[config.mk]
export PLATFORM = sky130hd
export DESIGN_NAME = item_select_queue
export DESIGN_NICKNAME = d
export VERILOG_FILES = /design/src/rtl/item_select_queue.sv
export SDC_FILE = /design/constraint.sdc
export NUM_CORES = 1
export LEC_CHECK = 0
export CAP_MARGIN = 20
export CORE_ASPECT_RATIO = 1.1
export CORE_UTILIZATION = 45
export DETAILED_ROUTE_END_ITERATION = 16
export HOLD_SLACK_MARGIN = 0.06
export MAX_ROUTING_LAYER = met4
export PLACE_DENSITY = 0.66
export SETUP_SLACK_MARGIN = 0.15
export SYNTH_ARGS = -nofsm -noshare
export SYNTH_HDL_FRONTEND = slang
export SYNTH_SLANG_ARGS = --single-unit
[constraint.sdc]
create_clock -name clk -period 2.75 [get_ports clk]
set_input_delay 0.55 -clock clk [delete_from_list [all_inputs] [get_ports clk]]
set_output_delay 0.55 -clock clk [all_outputs]
set_load 0.01 [all_outputs]
[src/rtl/item_select_queue.sv]
// item_select_queue: range-checked keypad selection FIFO with registered
// first-word-fall-through output, cancel/flush and error pulses.
module item_select_queue #(
    parameter int ITEM_ADDR_WIDTH = 10,
    parameter int NUM_ITEMS       = 1000,
    parameter int DEPTH           = 4,
    localparam int CW             = $clog2(DEPTH + 1)
) (
    input  logic                       clk,
    input  logic                       rstn,
    input  logic [ITEM_ADDR_WIDTH-1:0] item_select,
    input  logic                       item_select_valid,
    output logic                       item_select_ready,
    input  logic                       cancel,
    output logic [ITEM_ADDR_WIDTH-1:0] item_selected,
    output logic                       selection_valid,
    input  logic                       selection_ready,
    output logic [CW-1:0]              pending_count,
    output logic                       err_range,
    output logic                       err_overflow
);

    localparam int PW = (DEPTH > 1) ? $clog2(DEPTH) : 1;
    // One extra bit so NUM_ITEMS == 2**ITEM_ADDR_WIDTH is representable.
    localparam logic [ITEM_ADDR_WIDTH:0] LIMIT     = (ITEM_ADDR_WIDTH+1)'(NUM_ITEMS);
    localparam logic [PW-1:0]            LAST_PTR  = PW'(DEPTH - 1);
    localparam logic [CW-1:0]            DEPTH_CNT = CW'(DEPTH);

    logic [ITEM_ADDR_WIDTH-1:0] mem_q [DEPTH];
    logic [PW-1:0]              wr_ptr_q, wr_ptr_d;
    logic [PW-1:0]              rd_ptr_q, rd_ptr_d;
    logic [CW-1:0]              count_q, count_d;
    logic [ITEM_ADDR_WIDTH-1:0] item_q, item_d;
    logic                       valid_q;
    logic                       err_range_q, err_range_d;
    logic                       err_ovf_q, err_ovf_d;
    logic                       in_range, push, pop;

    // Accept decisions and next-state for pointers, count and the head register.
    always_comb begin
        in_range    = {1'b0, item_select} < LIMIT;
        push        = item_select_valid && in_range && (count_q < DEPTH_CNT) && !cancel;
        pop         = valid_q && selection_ready && !cancel;
        err_range_d = item_select_valid && !in_range && !cancel;
        err_ovf_d   = item_select_valid && in_range && (count_q == DEPTH_CNT) && !cancel;

        wr_ptr_d = wr_ptr_q;
        rd_ptr_d = rd_ptr_q;
        count_d  = count_q;
        if (push) wr_ptr_d = (wr_ptr_q == LAST_PTR) ? '0 : wr_ptr_q + 1'b1;
        if (pop)  rd_ptr_d = (rd_ptr_q == LAST_PTR) ? '0 : rd_ptr_q + 1'b1;
        if (push && !pop) count_d = count_q + 1'b1;
        if (pop && !push) count_d = count_q - 1'b1;
        if (cancel) begin
            wr_ptr_d = '0;
            rd_ptr_d = '0;
            count_d  = '0;
        end

        // Next head: the incoming word bypasses storage when it lands at the new head.
        item_d = item_q;
        if (count_d != '0)
            item_d = (push && (wr_ptr_q == rd_ptr_d)) ? item_select : mem_q[rd_ptr_d];
    end

    // Entry storage; contents are only read while counted, so no reset is needed.
    always_ff @(posedge clk) begin
        if (push) mem_q[wr_ptr_q] <= item_select;
    end

    // Control state, registered outputs and single-cycle error pulses.
    always_ff @(posedge clk or negedge rstn) begin
        if (!rstn) begin
            wr_ptr_q    <= '0;
            rd_ptr_q    <= '0;
            count_q     <= '0;
            item_q      <= '0;
            valid_q     <= 1'b0;
            err_range_q <= 1'b0;
            err_ovf_q   <= 1'b0;
        end else begin
            wr_ptr_q    <= wr_ptr_d;
            rd_ptr_q    <= rd_ptr_d;
            count_q     <= count_d;
            item_q      <= item_d;
            valid_q     <= (count_d != '0);
            err_range_q <= err_range_d;
            err_ovf_q   <= err_ovf_d;
        end
    end

    assign item_select_ready = count_q < DEPTH_CNT;
    assign item_selected     = item_q;
    assign selection_valid   = valid_q;
    assign pending_count     = count_q;
    assign err_range         = err_range_q;
    assign err_overflow      = err_ovf_q;

endmodule

==> results of run 1 <==
cells in the mapped netlist (2+ instances only):
master and n:
a22oi_1 10, inv_1 6, mux2i_1 11, dfrtp_1 20, mux2_4 10, edfxtp_1 40, and2_1 2, nor2_1 5
nor3_1 3, mux2_2 10, a21oi_1 12, ha_1 8, a211oi_1 2, buf_4 2, xnor2_1 3, nand2b_1 11
clkbuf_1 3, and3_1 7
worst paths after layout:
| check | startpoint | to | slack [ns] | depth (start not counted) |
|---|---|---|---|---|
| hold reg to reg | item_selected[2] | item_selected[2] | 0.50 | 1 |
| setup reg to reg | rd_ptr_q[0] | item_selected[1] | 0.29 | 7 |
| setup / recovery | selection_ready | item_selected[3] | 0.21 | 8 |
| max in group asynchronous | rstn | wr_ptr_q[0] | 1.95 | 2 |
| min in group asynchronous | rstn | pending_count[1] | 0.56 | 2 |
| hold / removal | item_selected[2] | item_selected[2] | 0.50 | 1 |
layer usage:
metal	share of wire, %	vias up	routed length [microns]	global-route usage [%]
met5	0	-	0	-
met4	2.0	0	115	9.27
met3	3.6	12	215	5.36
met2	52	49	3080	34.6
met1	42	893	2480	23.1
li1	-	828	-	-
area by class of cell:
class	count	area [sq um]
fillers	443	2210
well taps	77	96.3
clock buffers	11	141
clock inverters	5	75.1
inverters	7	26.3
multi-input cells	113	1030
flip-flops and latches	60	1700
repair buffers	58	557
registers in the layout (all words and copies together) (netlist names):
register and cells:
mem_q 40, item_selected 10, pending_count 3, rd_ptr_q 2, wr_ptr_q 2, err_overflow 1
err_range 1, selection_valid 1
critical path, cell delays in order:
cell             delay (ns)
clkdlybuf4s50_1        0.53
and2_1                 0.18
nor2b_1                0.24
and2_4                 0.20
nor4_1                 0.06
o41ai_2                0.39
buf_4                  0.25
mux2_2                 0.35
power by group through the flow:
stage | clock (mW) | sequential [mW] | combinational (mW)
floorplan | 0 | 1.18 | 0.284
global placement | 0 | 1.15 | 0.597
detailed placement | 0 | 1.16 | 0.618
CTS | 0.881 | 1.14 | 0.630
global route | 0.913 | 1.15 | 0.695
finish | 0.861 | 1.14 | 0.650
logic make-up after synthesis:
group | after synthesis | share of synthesized area [%]
xor+xnor | 3 | 0.954
flops | 60 | 61.8
simple gates | 35 | 7.77
fa+ha+maj | 8 | 3.63
compound gates | 36 | 9.72
mux | 31 | 13.5
buf+inv | 15 | 2.63
per-stage QoR:
| step | std cells | setup slack [ns] | setup TNS [ns] |
|---|---|---|---|
| after floorplan | 188 | 0.379 | 0 |
| after global placement | 313 | -0.263 | -2.62 |
| after detailed placement | 313 | -0.332 | -3.23 |
| after CTS | 330 | 0.153 | 0 |
| after global routing | 331 | 0.152 | 0 |
| final | 331 | 0.210 | 0 |
what timing repair did:
| action | 4_1_cts | 5_1_grt |
|---|---|---|
| pin swaps | 3 | 5 |
| endpoints found under the setup margin | 10 | 10 |
| cloned | 1 | 0 |
| buffers inserted | 0 | 1 |
| gates resized for setup | 6 | 11 |
==> Flow_metrics.wiki, run 1 <==
{| class="wikitable"
! Metric !! Value
|-
| Capturing element type of the critical path || flip-flop
|-
| Area enclosed by the die boundary || 6440 sq um
|-
| Tightest Pin Transition || 0.458 ns
|-
| Netlist area before placement || 2760 sq um
|-
| CTS tree || built
|-
| Clock insertion delay at the later pin of the skew report || 0.33 ns
|-
| Part of the Yosys area used for sequential elements || 61.8%
|-
| Die outline width || 76.6 microns
|-
| # diodes || 0
|-
| Outcome || completed
|-
| Worst min path class || reg2reg
|-
| Post-synthesis to final-layout area growth || 31.7%
|-
| Post-Route Skew || 0.00816 ns
|-
| Ratio of routed vias to standard cells || 5.38
|-
| Share of flip-flops with an asynchronous set or reset after synthesis || 33.3%
|-
| Top post-synthesis cells by area || edfxtp_1, dfrtp_1, mux2_4
|-
| Worst slew margin || 69.0%
|-
| Maximum number of pins on one net before global-route repair || 32
|-
| GRT overflow || 0
|-
| Wire length per cell after detailed routing || 17.8 microns
|-
| Final standard cell utilization of the core || 62.1%
|-
| Max frequency || 394 MHz
|-
| Internal power of the cells || 1.99 mW
|-
| Number of nets in the final layout || 272
|-
| Placeable core region || 5840 sq um
|-
| Tcrit/Tclk final || 92.3%
|-
| Total Power Consumption || 2.65 mW
|-
| Final Hold Viols || 0
|-
| Max-cap violations || 0
|-
| Reported net switching power || 0.659 mW
|-
| Post-synth cell types || 41
|-
| Rows || 29
|-
| Mean Syn Cell Area || 14.7 sq um
|-
| CP Data Arrival Time || 2.75 ns
|-
| Clock share of power || 32.5%
|-
| Min Tclk post-route || 2.54 ns
|-
| Vias in the first global route || 1907
|-
| Switching portion of total power || 24.9%
|-
| Unrepaired setup endpoints after global routing || no
|-
| Fin. max-slew vios || 0
|-
| Gate count after technology mapping || 188
|-
| Cell chosen for the clock root || clkbuf_8
|-
| CP Max Fanout || 6
|-
| IO buf count || 31
|-
| Synth Net Count || 211
|-
| Number of H-tree branching levels || 3
|-
| Vias after detailed routing || 1782
|-
| Share of layout cells above drive strength 1 || 28.0%
|-
| DRC viols || 0
|-
| Wire length of the first global-routing pass || 9.49 mm
|-
| Routed wire length || 5.89 mm
|-
| Yosys Warn Count || 0
|-
| Number of buffers between clock root and the deepest sink || 2
|-
| Power density over the cells || 731 nW/um^2
|-
| Placed cell area || 3340 sq um
|-
| Starting utilization of the core area || 47.2%
|-
| Most instantiated flip-flop cell in the synthesis netlist || edfxtp_1
|-
| Total leakage power || 1.49 nW
|-
| Sequential fraction of design power || 43.0%
|-
| Logic gate share of total power || 24.5%
|-
| Fin area || 3630 sq um
|-
| Peak ir drop on the vdd network || 485 uV
|-
| Clock slew at the register clock pins of the worst setup and hold paths || 0.06 ns
|-
| Required time of the critical path || 2.97 ns
|-
| Worst hold slack || 0.502 ns
|-
| Crit Path Class || in2reg
|-
| Most common cell after layout, fill and taps aside || edfxtp_1
|-
| Last weighted congestion value of the routability-driven placer || 0.880
|-
| Number of clock sinks || 60
|-
| Number of synthesized flops with an enable pin || 40
|-
| Number of synthesized register bits || 60
|-
| Antenna violations before repair || 0
|-
| I/O pin total || 32
|-
| Number of iterations in the first detailed-routing pass || 4
|-
| Most frequent cells in the layout || edfxtp_1, clkdlybuf4s50_1, buf_4, dfrtp_1, mux2_4
|-
| Hpwl dp || 3.88 mm
|-
| Cell type with the largest total area after synthesis || edfxtp_1
|-
| Number of endpoints failing setup at the final stage || 0
|-
| Number of DRC markers in iteration 0 || 164
|-
| Chip Height || 84.1 microns
|-
| Startpoint types || input pin
|-
| Detail Route Antenna Nets || 0
|-
| Inserted Clock Buffers || 9
|-
| Global routing usage summed across all routing layers || 20.6%
|-
| Hold-fix buffers at CTS || 0
|-
| Proportion of netlist area held by the largest area contributor || 43.6%
|}
No activity file was read; power rests on OpenSTA's default activity.
==> inputs of run 2 (changes only) <==
CTS_BUF_LIST = sky130_fd_sc_hd__clkbuf_8   (was unset)
==> Flow_metrics.wiki, run 2 (synthesized netlist as in run 1, its figures left out) <==
{| class="wikitable"
! Metric !! Value
|-
| Area enclosed by the die boundary || 6440 sq um (unchanged)
|-
| Total Power Consumption || 2.65 mW (-0.10%)
|-
| GRT overflow || 0 (unchanged)
|-
| Min Tclk post-route || 2.54 ns (+0.00160 ns)
|-
| Unrepaired setup endpoints after global routing || no
|-
| Worst min path class || reg2reg
|-
| Post-synthesis to final-layout area growth || 31.7% (unchanged)
|-
| Outcome || completed
|-
| Starting utilization of the core area || 47.2% (unchanged)
|-
| Capturing element type of the critical path || flip-flop
|-
| Fillers || 443 (unchanged)
|-
| Required time of the critical path || 2.96 ns (about the same)
|-
| Worst setup slack after layout || 0.209 ns (-0.00160 ns)
|-
| Final Hold Viols || 0 (unchanged)
|-
| Length in cells of the worst reg-to-reg path || 7 (unchanged)
|-
| Clock insertion delay at the later pin of the skew report || 0.33 ns (about the same)
|-
| Tcrit/Tclk final || 92.4% (about the same)
|-
| Chip Height || 84.1 microns (unchanged)
|-
| Last weighted congestion value of the routability-driven placer || 0.880 (unchanged)
|-
| Share of layout cells above drive strength 1 || 28.0% (unchanged)
|-
| IO buf count || 31 (unchanged)
|-
| Number of nets in the final layout || 272 (unchanged)
|-
| CTS tree || built
|-
| Most frequent cells in the layout || edfxtp_1, clkdlybuf4s50_1, buf_4, dfrtp_1, mux2_4
|-
| Post-Route Skew || 0.00973 ns (+0.00157 ns)
|-
| Number of clock sinks || 60 (unchanged)
|-
| Ratio of routed vias to standard cells || 5.38 (about the same)
|-
| Peak ir drop on the vdd network || 484 uV (-0.15%)
|-
| Placeable core region || 5840 sq um (unchanged)
|-
| Fin. max-slew vios || 0 (unchanged)
|-
| Power density over the cells || 730 nW/um^2 (-0.10%)
|-
| DRC viols || 0 (unchanged)
|-
| Worst slew margin || 68.6% (-0.40 points)
|-
| Hold-fix buffers at CTS || 0 (unchanged)
|-
| CP Max Fanout || 6 (unchanged)
|-
| Vias in the first global route || 1907 (unchanged)
|-
| Met2 Use GR || 34.6% (unchanged)
|-
| Max-cap violations || 0 (unchanged)
|-
| CP Data Arrival Time || 2.76 ns (about the same)
|-
| Global routing usage summed across all routing layers || 20.6% (unchanged)
|-
| Detail Route Antenna Nets || 0 (unchanged)
|-
| Hold Crit Depth || 1 (unchanged)
|-
| Routed wire length || 5.89 mm (unchanged)
|-
| Crit. Startpoint || selection_ready
|-
| Inserted Clock Buffers || 9 (unchanged)
|-
| Number of H-tree branching levels || 3 (unchanged)
|-
| Crit Path Class || in2reg
|-
| Startpoint types || input pin
|-
| # diodes || 0 (unchanged)
|-
| Flip-flop count of the largest register, all copies and words added || 40 (unchanged)
|-
| Total leakage power || 1.49 nW (+0.28%)
|-
| Wire length per cell after detailed routing || 17.8 microns (unchanged)
|-
| Number of DRC markers in iteration 0 || 165 (+0.61%)
|-
| Register bank with the most flops || mem_q
|-
| Most heavily used metal layer in global routing || met2
|-
| Cell chosen for the clock root || clkbuf_8
|-
| Vias after detailed routing || 1781 (-0.056%)
|-
| Rows || 29 (unchanged)
|-
| Hpwl dp || 3.88 mm (unchanged)
|-
| Met3 track utilization from global routing || 5.36% (unchanged)
|-
| Die outline width || 76.6 microns (unchanged)
|-
| Clock slew at the register clock pins of the worst setup and hold paths || 0.06 ns (about the same)
|-
| GR Layer Usage met1 || 23.1% (unchanged)
|-
| Maximum number of pins on one net before global-route repair || 32 (unchanged)
|-
| Most common cell after layout, fill and taps aside || edfxtp_1
|-
| Number of buffers between clock root and the deepest sink || 2 (unchanged)
|-
| Antenna violations before repair || 0 (unchanged)
|-
| Pre-CTS setup slack || -0.332 ns (unchanged)
|-
| I/O pin total || 32 (unchanged)
|-
| Crit Reg-Reg Startpoint || rd_ptr_q[0]
|-
| Number of endpoints failing setup at the final stage || 0 (unchanged)
|-
| Max frequency || 394 MHz (about the same)
|-
| Tightest Pin Transition || 0.464 ns (+0.00593 ns)
|-
| Hold wc startpoint || item_selected[2]
|-
| Wire length of the first global-routing pass || 9.49 mm (unchanged)
|-
| Number of iterations in the first detailed-routing pass || 4 (unchanged)
|}
-- run 2: changes by cell type in the layout (fill, tap and decap cells not counted), sizes merged --
cell,before,now
inv,7,8
clkbuf,11,10
-- run 2: layer usage --
metal | part of all wire [%] | routed length, microns | vias to the layer above
li1 | - | - | 828
met1 | 42 | 2500 | 896
met2 | 52 | 3080 | 47
met3 | 3.5 | 205 | 10
met4 | 1.8 | 107 | 0
met5 | 0 | 0 | -
-- run 2: what timing repair did --
item,in CTS,in global routing
setup buffers,0,1
cloned,1,0
gates resized for setup,6,11
pin swaps,3,5
endpoints found under the setup margin,10,10
-- run 2: area by class of cell --
class,count,area [sq um],area share [%]
clock buffers,10,138,3.79
repair buffers,58,557,15.4
well taps,77,96.3,2.66
clock inverters,6,78.8,2.17
inverters,7,26.3,0.724
multi-input cells,113,1030,28.4
flip-flops and latches,60,1700,46.9
-- run 2: path summary, 6_finish.rpt --
check	endpoint	slack, ns
worst max-delay path	item_selected[3]	0.21
worst min-delay path	item_selected[2]	0.50
worst max register to register	item_selected[1]	0.29
worst min register to register	item_selected[2]	0.50
max in group asynchronous	wr_ptr_q[0]	1.95
min in group asynchronous	pending_count[1]	0.56
-- run 2: power breakdown --
group	switching [mW]	internal, mW
Sequential	0.0689	1.07
Clock	0.331	0.527
Combinational	0.260	0.390
Total	0.660	1.99
-- run 2: worst max-delay path, cell delays in order --
cell and delay (ns):
clkdlybuf4s50_1 0.53, and2_1 0.18, nor2b_1 0.24, and2_4 0.20, nor4_1 0.06, o41ai_2 0.39, buf_4 0.26, mux2_2 0.35
-- run 2: metrics by stage --
stage	setup TNS, ns	hold slack [ns]	std cells	util (%)	instance area, sq um
after floorplan	0	0.254	188	-	2760
after global placement	-2.62	0.493	313	57.2	3340
after detailed placement	-3.23	0.509	313	57.2	3340
after CTS	0	0.510	330	61.1	3570
after global routing	0	0.542	331	62.1	3630
final	0	0.502	331	62.1	3630
